<file path="src/rtl/wb_arbiter.sv">
// ============================================================================
//  Module   : wb_arbiter
//  Purpose  : Round-robin writeback arbiter for three result producers with a
//             registered register-file write port and a 64-entry busy map.
//  Revision : 1.0 - initial release
// ============================================================================
`default_nettype none

module wb_arbiter #(
    parameter int WIDTH = 32
) (
    input  logic               clk,
    input  logic               rst,
    input  logic [2:0]         req_valid_i,
    input  logic [2:0]         req_gfflag_i,
    input  logic [14:0]        req_num_i,
    input  logic [3*WIDTH-1:0] req_data_i,
    output logic [2:0]         req_ready_o,
    input  logic               iss_valid_i,
    input  logic               iss_gfflag_i,
    input  logic [4:0]         iss_num_i,
    output logic               iss_ready_o,
    output logic [63:0]        busy_o,
    output logic               w_gfflag_o,
    output logic [4:0]         w_num_o,
    output logic [WIDTH-1:0]   w_data_o,
    output logic               w_enable_o
);

    logic [1:0]       ptr_q, ptr_d;
    logic [63:0]      busy_q, busy_d;
    logic             wr_en_q;
    logic             wr_gf_q;
    logic [4:0]       wr_num_q;
    logic [WIDTH-1:0] wr_data_q;

    logic [1:0]       ord0, ord1, ord2;
    logic             gnt_any;
    logic [1:0]       gnt_idx;
    logic [5:0]       gnt_reg;
    logic             gnt_zero;
    logic [WIDTH-1:0] gnt_data;
    logic [5:0]       iss_reg;

    function automatic logic [1:0] next_idx(input logic [1:0] p);
        return (p == 2'd2) ? 2'd0 : p + 2'd1;
    endfunction

    assign ord0 = ptr_q;
    assign ord1 = next_idx(ord0);
    assign ord2 = next_idx(ord1);

    // Lowest search position wins, so it is evaluated last.
    always_comb begin
        gnt_any = 1'b0;
        gnt_idx = 2'd0;
        if (req_valid_i[ord2]) begin
            gnt_any = 1'b1;
            gnt_idx = ord2;
        end
        if (req_valid_i[ord1]) begin
            gnt_any = 1'b1;
            gnt_idx = ord1;
        end
        if (req_valid_i[ord0]) begin
            gnt_any = 1'b1;
            gnt_idx = ord0;
        end
        if (rst) begin
            gnt_any = 1'b0;
        end
    end

    assign req_ready_o = gnt_any ? (3'b001 << gnt_idx) : 3'b000;
    assign gnt_reg     = {req_gfflag_i[gnt_idx], req_num_i[gnt_idx*5 +: 5]};
    assign gnt_data    = req_data_i[gnt_idx*WIDTH +: WIDTH];
    assign gnt_zero    = (gnt_reg == 6'd0);

    assign iss_reg     = {iss_gfflag_i, iss_num_i};
    assign iss_ready_o = !busy_q[iss_reg];

    assign ptr_d = gnt_any ? next_idx(gnt_idx) : ptr_q;

    // Set is applied after clear so a fresh issue keeps ownership of the register.
    always_comb begin
        busy_d = busy_q;
        if (gnt_any) begin
            busy_d[gnt_reg] = 1'b0;
        end
        if (iss_valid_i && iss_ready_o && (iss_reg != 6'd0)) begin
            busy_d[iss_reg] = 1'b1;
        end
    end

    always_ff @(posedge clk) begin
        if (rst) begin
            ptr_q     <= 2'd0;
            busy_q    <= 64'd0;
            wr_en_q   <= 1'b0;
            wr_gf_q   <= 1'b0;
            wr_num_q  <= 5'd0;
            wr_data_q <= '0;
        end else begin
            ptr_q   <= ptr_d;
            busy_q  <= busy_d;
            wr_en_q <= gnt_any && !gnt_zero;
            if (gnt_any) begin
                wr_gf_q   <= gnt_reg[5];
                wr_num_q  <= gnt_reg[4:0];
                wr_data_q <= gnt_data;
            end
        end
    end

    assign busy_o     = busy_q;
    assign w_gfflag_o = wr_gf_q;
    assign w_num_o    = wr_num_q;
    assign w_data_o   = wr_data_q;
    assign w_enable_o = wr_en_q;

endmodule

`default_nettype wire

</file>
<file path="config.mk">
export PLATFORM = sky130hd
export DESIGN_NAME = wb_arbiter
export DESIGN_NICKNAME = d
export VERILOG_FILES = /design/src/rtl/wb_arbiter.sv
export SDC_FILE = /design/constraint.sdc
export NUM_CORES = 1
export LEC_CHECK = 0
export ABC_AREA = 0
export ABC_CLOCK_PERIOD_IN_PS = 2800
export BUFFER_PORTS_ARGS = -buffer_cell sky130_fd_sc_hd__buf_2
export CAP_MARGIN = 5
export CORE_MARGIN = 2
export CORE_UTILIZATION = 40
export DETAILED_ROUTE_END_ITERATION = 7
export PLACE_DENSITY_LB_ADDON = 0.05
export RECOVER_POWER = 100
export SLEW_MARGIN = 20
export SYNTH_ARGS = -nofsm -noshare
export SYNTH_HDL_FRONTEND = slang
export SYNTH_SLANG_ARGS = --single-unit
</file>
<file path="constraint.sdc">
create_clock -name clk -period 2.8 [get_ports clk]
set_input_delay 0.28 -clock clk [delete_from_list [all_inputs] [get_ports clk]]
set_output_delay 0.28 -clock clk [all_outputs]
set_load 0.05 [all_outputs]
</file>
==> Word level (Yosys, flattened, before mapping) <==
Index checks and enable logic that the tools add are counted.
W data, S select, Z words.
{ "classes": {"n_addsub": 3, "n_mul": 1, "order_cmp": 8, "eq_ne": 3, "shift": 3, "muxes": 27, "n_bitwise": 3, "n_reduce_logical": 9} }
{ "ops": {"columns": ["op", "n"], "rows": [
  ["$mux W64", 2],
  ["$shiftx A96 B8 Y32", 1],
  ["$and A64 B64 Y64", 1],
  ["$not A64 Y64", 1],
  ["$or A64 B64 Y64", 1],
  ["$shiftx A15 B6 Y5", 1],
  ["$lt A6 B7 Y1 const B", 2],
  ["$demux W1 S6", 2],
  ["$ge A6 B1 Y1 const B", 2],
  ["$lt A2 B3 Y1 const B", 4],
  ["$mux W2", 6],
  ["$mux W1", 11],
  ["$bmux W1 S2", 4],
  ["$add A2 B1 Y2 const B", 3],
  ["$bmux W1 S6", 1],
  ["$eq A2 B2 Y1 const B", 3],
  ["$logic_not A6 Y1", 1],
  ["$reduce_bool A6 Y1", 1],
  ["$logic_and A1 B1 Y1", 5],
  ["$mul A2 B3 Y5 const B", 1],
  ["$mux W3", 1],
  ["$shl A1 B2 Y3 const A", 1],
  ["$logic_not A1 Y1", 2]
]} }
{ "word_totals": {"regBits": 105, "in_bits": 126, "output_inout_bits": 107, "elab_cells": 63} }

==> Depth between registers and ports, before layout <==
{ "logic_depth": {"ltp_word": 20, "ltp_mapped": 10, "mapped_depth_nobuf": 7} }

==> Worst setup path after synthesis <==
Ideal clock, no wire load.
{ "synth_timing": {"path_kind": "input to output", "startpoint": "input port iss_num_i[2]", "endpoint": "output port iss_ready_o", "arrival_ps": 2623, "t_required_ps": 2520, "path_slack_ps": -103, "stages": 8, "path_buffers": 2, "cell_sequence": "clkbuf_1 > clkbuf_1 > mux4_2 > mux2_2 > nor2_1 > nor2_1 > a32o_1 > nor2_1"} }
{ "synth_between": {"elab_chain_len": 3} }
{ "synth_lines": {"columns": ["element", "line_no", "text"], "rows": [
  ["start, declared", "21", "input logic [4:0] iss_num_i,"],
  ["$bmux W1 S6", "80", "assign iss_ready_o = !busy_q[iss_reg];"],
  ["$mux W1 (not written as such)", "80", null],
  ["$logic_not A1 Y1", "80", null],
  ["end, declared", "22", "output logic iss_ready_o,"]
]} }
No other way between the ends. The select of a mux whose other input is x is not followed.

==> Worst setup path after layout <==
{ "layout_timing": {"startpoint": "register busy_q[38] (netlist: busy_o[38])", "endpoint": "output port iss_ready_o"} }
{ "layout_between": {"elab_chain_len": 3} }
{ "layout_lines": {"columns": ["element", "line_no", "text"], "rows": [
  ["start, declared", "31", "logic [63:0] busy_q, busy_d;"],
  ["start signal, assigned", "105", "busy_q <= busy_d;"],
  ["$bmux W1 S6", "80", null],
  ["$mux W1 (not written as such)", "80", null],
  ["$logic_not A1 Y1", "80", null]
]} }
No other way between the ends. The select of a mux whose other input is x is not followed.

==> impl_results.md <==
* Die Span Y at ~120 um
* RSZ-0062 raised after global routing: no
* Ys flop type: dfxtp_1
* Hpwl dp at ~15,000 um
* Io pins at between 200 and 250
* GP Congestion at approximately 0.9
* Drt drc at 3
* # setup viols final at 0
* Area occupied by multi-input gates at about 3000 um^2
* Setup_tns at 0 ps
* Clock Skews at 7.06 ps
* Max-cap viol count at 0
* First-pass GRT wire length at 31,600 um
* Share of cells above drive strength 1 at 26.0%
* Total power divided by cell area at approximately 560 nW/um^2
* Largest net degree at the start of global routing at 61
* Min cycle time layout at ~2700 ps
* Filler instances at roughly 1.3k
* Routed length per instance at ~21 um
* Post-synth cell types at 77
* Syn Nets at 713
* DRT antenna net count at 0
* Initial antenna violation count at 0
* Flop2flop setup slack at between 100 and 150 ps
* Routed via count at a little under 6k
* Hold path cells at 3
* Final Slew Violations at 0
* Inserted Clock Buffers at 9
* Core ar. at about 13,000 um^2
* Worst slew pin tran at ~1200 ps
* H-Tree Level Count at 3
* # port buffers at 232
* Period utilization at between 90% and 100%
* Vias in the first global route at 5,816
* Critical Path RT at approximately 2500 ps
* Asr flop ratio synth at 0%
* Vias per inst at about 6
* FMAX at 373 MHz
* Setup crit end kind: output pin
* Post-DP Area at slightly below 7000 um^2
* Worst flop-to-flop path endpoint: busy_o[16]$_SDFF_PP0_
* EDFF count, synth at 0
* Worst reg-to-reg path cell count at 7
* Leakage at around 2.6 nW
* Starting DRT DRC Count at 676
* Post-route design area at 6960 um^2
* Most common cell after layout, fill and taps aside: buf_2
* Net Sw Frac at a little under a third
* Chip width at approximately 120 um
* Outcome: finished with violations
* Commonest non-fill, non-tap cells in the layout: 126 x buf_2, 108 x clkbuf_1, 104 x dfxtp_1
* DRT Wirelength at 20,600 um
* Hold Crit Class: in2reg
* Crit start category: flop
* Pint at around 0.0027 W
* Core Util, Final at around 53%
* Synthesized area at about 5400 um^2
* Root buf cell: clkbuf_16
* Hold_sp: req_data_i[78]
* Seq. cell area at ~2100 um^2
* Clock network power share at ~35%
* Initial Utilization at between 40% and 50%
* Net switching power at around 0.0012 W
* Worst skew pair latency at about 350 ps
* Row cnt at 42
* Diode count at 0
* Post-Syn Area per Cell at about 9 um^2
* Bufs on Longest Clock Path at 2
* Critical path data arrival time at approximately 2400 ps
* CTS tree: built
* Cells after synthesis at 587
* Hold Path End: w_data_o[14]$_SDFFE_PP0P_
* DRT Pass-1 Iters at 8
* GRT Residual Overflow at 0
* Clock sink total at around 110
* Flop pwr share at 41.0%
* Area added between synthesis and finish at 29.5%
* Crit Path Category: reg2out
* Seq/Total Area, Yosys at 39.1%
* Synth Register Bits at 105
* Maximum vdd drop at slightly below 0.0003 V
* Total GRT Usage at 28.4%
* CTS Hold Bufs at 0
* RR Startpoint: ord0[0]$_SDFFE_PP0P_
* Worst rel slew slack at roughly a fifth
* Yosys Warn Count at 0
* Failing checks: DRC
* # nets final at between 900 and 1k
* Final hold vios at 0
* Max FO, Critical Path at 5
* Clk pin slew, worst setup/hold paths at ~70 ps
* Gate power share at between 20% and 30%
* Die ar. at ~14,000 um^2
==> timing repair <==
| item | 4_1_cts | 5_1_grt |
|---|---|---|
| hold endpoints to repair | 0 | 0 |
| resized for setup | 0 | 5 |
| buffers inserted | 0 | 1 |
| setup endpoints to repair | 0 | 22 |
==> registers in the layout (all words and copies together) (netlist names) <==
register and count:
busy_o 64, w_data_o 32, w_num_o 5, ord0 2
w_enable_o 1, w_gfflag_o 1
==> routing by layer <==
layer / GRT usage (%) / part of all wire (%) / vias up
met3: 5.51 / 9.2 / 55
met2: 44.7 / 46 / 339
met1: 36.9 / 40 / 2779
met4: 14.5 / 4.0 / 0
met5: 0 / 0 / -
li1: - / - / 2765
==> critical path: stages (launching register included) <==
cell and delay, ps:
dfxtp_1 350, mux4_2 460, and2_0 160, o31ai_1 280, and4_1 250, nand2_1 140
nor2_2 140, buf_2 270
==> stage by stage <==
step	instances	hold WS, ps	worst slack, ps	total power [W]
after floorplan	587	389	113	0.00224
after global placement	980	435	116	0.00255
after detailed placement	980	436	66.9	0.00256
after CTS	994	136	38.9	0.00394
after global routing	995	148	13.5	0.00404
final	995	141	115	0.00390
==> final cells by class <==
type                            instances  share of cell area (%)
Clock inverter                          3                   0.934
Multi-Input combinational cell        425                    43.2
Clock buffer                           11                    3.63
Tap cell                              176                    3.16
Sequential cell                       105                    30.2
Inverter                               10                   0.539
Timing Repair Buffer                  265                    18.3
==> power groups by stage <==
stage / Sequential, W / Clock [W] / Combinational (W)
final: 0.00160 / 0.00138 / 0.000919
after global routing: 0.00161 / 0.00146 / 0.000976
after CTS: 0.00160 / 0.00141 / 0.000931
after detailed placement: 0.00163 / 0 / 0.000929
after global placement: 0.00163 / 0 / 0.000921
after floorplan: 0.00184 / 0 / 0.000403
==> synth_stat cells, types with 6 or more instances <==
library cell | n | area [um^2]
dfxtp_1 | 105 | 2100
nand2_1 | 60 | 225
o21ai_0 | 51 | 255
clkbuf_1 | 31 | 116
o211ai_1 | 31 | 233
a222oi_1 | 27 | 270
nor2_1 | 24 | 90.1
a21oi_1 | 23 | 115
nand3_1 | 15 | 75.1
a32o_1 | 13 | 130
a22oi_1 | 12 | 90.1
o311ai_0 | 12 | 105
nand2b_1 | 11 | 68.8
o21ai_1 | 11 | 55.1
mux2i_1 | 10 | 100
or3_1 | 10 | 62.6
inv_1 | 8 | 30.0
mux4_2 | 8 | 180
nor3_1 | 7 | 35.0
buf_2 | 6 | 30.0
nor2b_1 | 6 | 37.5
o311ai_1 | 6 | 52.6
o31ai_1 | 6 | 45.0
==> how the worst max path moves through the flow <==
| stage | startpoint | endpoint | slack, ps |
|---|---|---|---|
| 2_1_floorplan | iss_num_i[2] | iss_ready_o | 110 |
| 3_3_place_gp | ord0[1]$_SDFFE_PP0P_ | busy_o[3]$_SDFF_PP0_ | 120 |
| 3_5_place_dp | ord0[1]$_SDFFE_PP0P_ | busy_o[3]$_SDFF_PP0_ | 70 |
| 4_1_cts | ord0[1]$_SDFFE_PP0P_ | busy_o[3]$_SDFF_PP0_ | 40 |
| 5_1_grt | busy_o[38]$_SDFF_PP0_ | iss_ready_o | 10 |
| 6_report | busy_o[38]$_SDFF_PP0_ | iss_ready_o | 120 |
==> logic make-up (layout without fill, tap and decap cells) <==
logic type,count (synthesis),in the layout,share of synthesized area (%)
buf+inv,57,289,5.28
flops,105,105,39.1
simple gates,179,179,17.9
mux,20,20,5.63
compound gates,226,226,32.1
(Power assumes the default switching activity.)
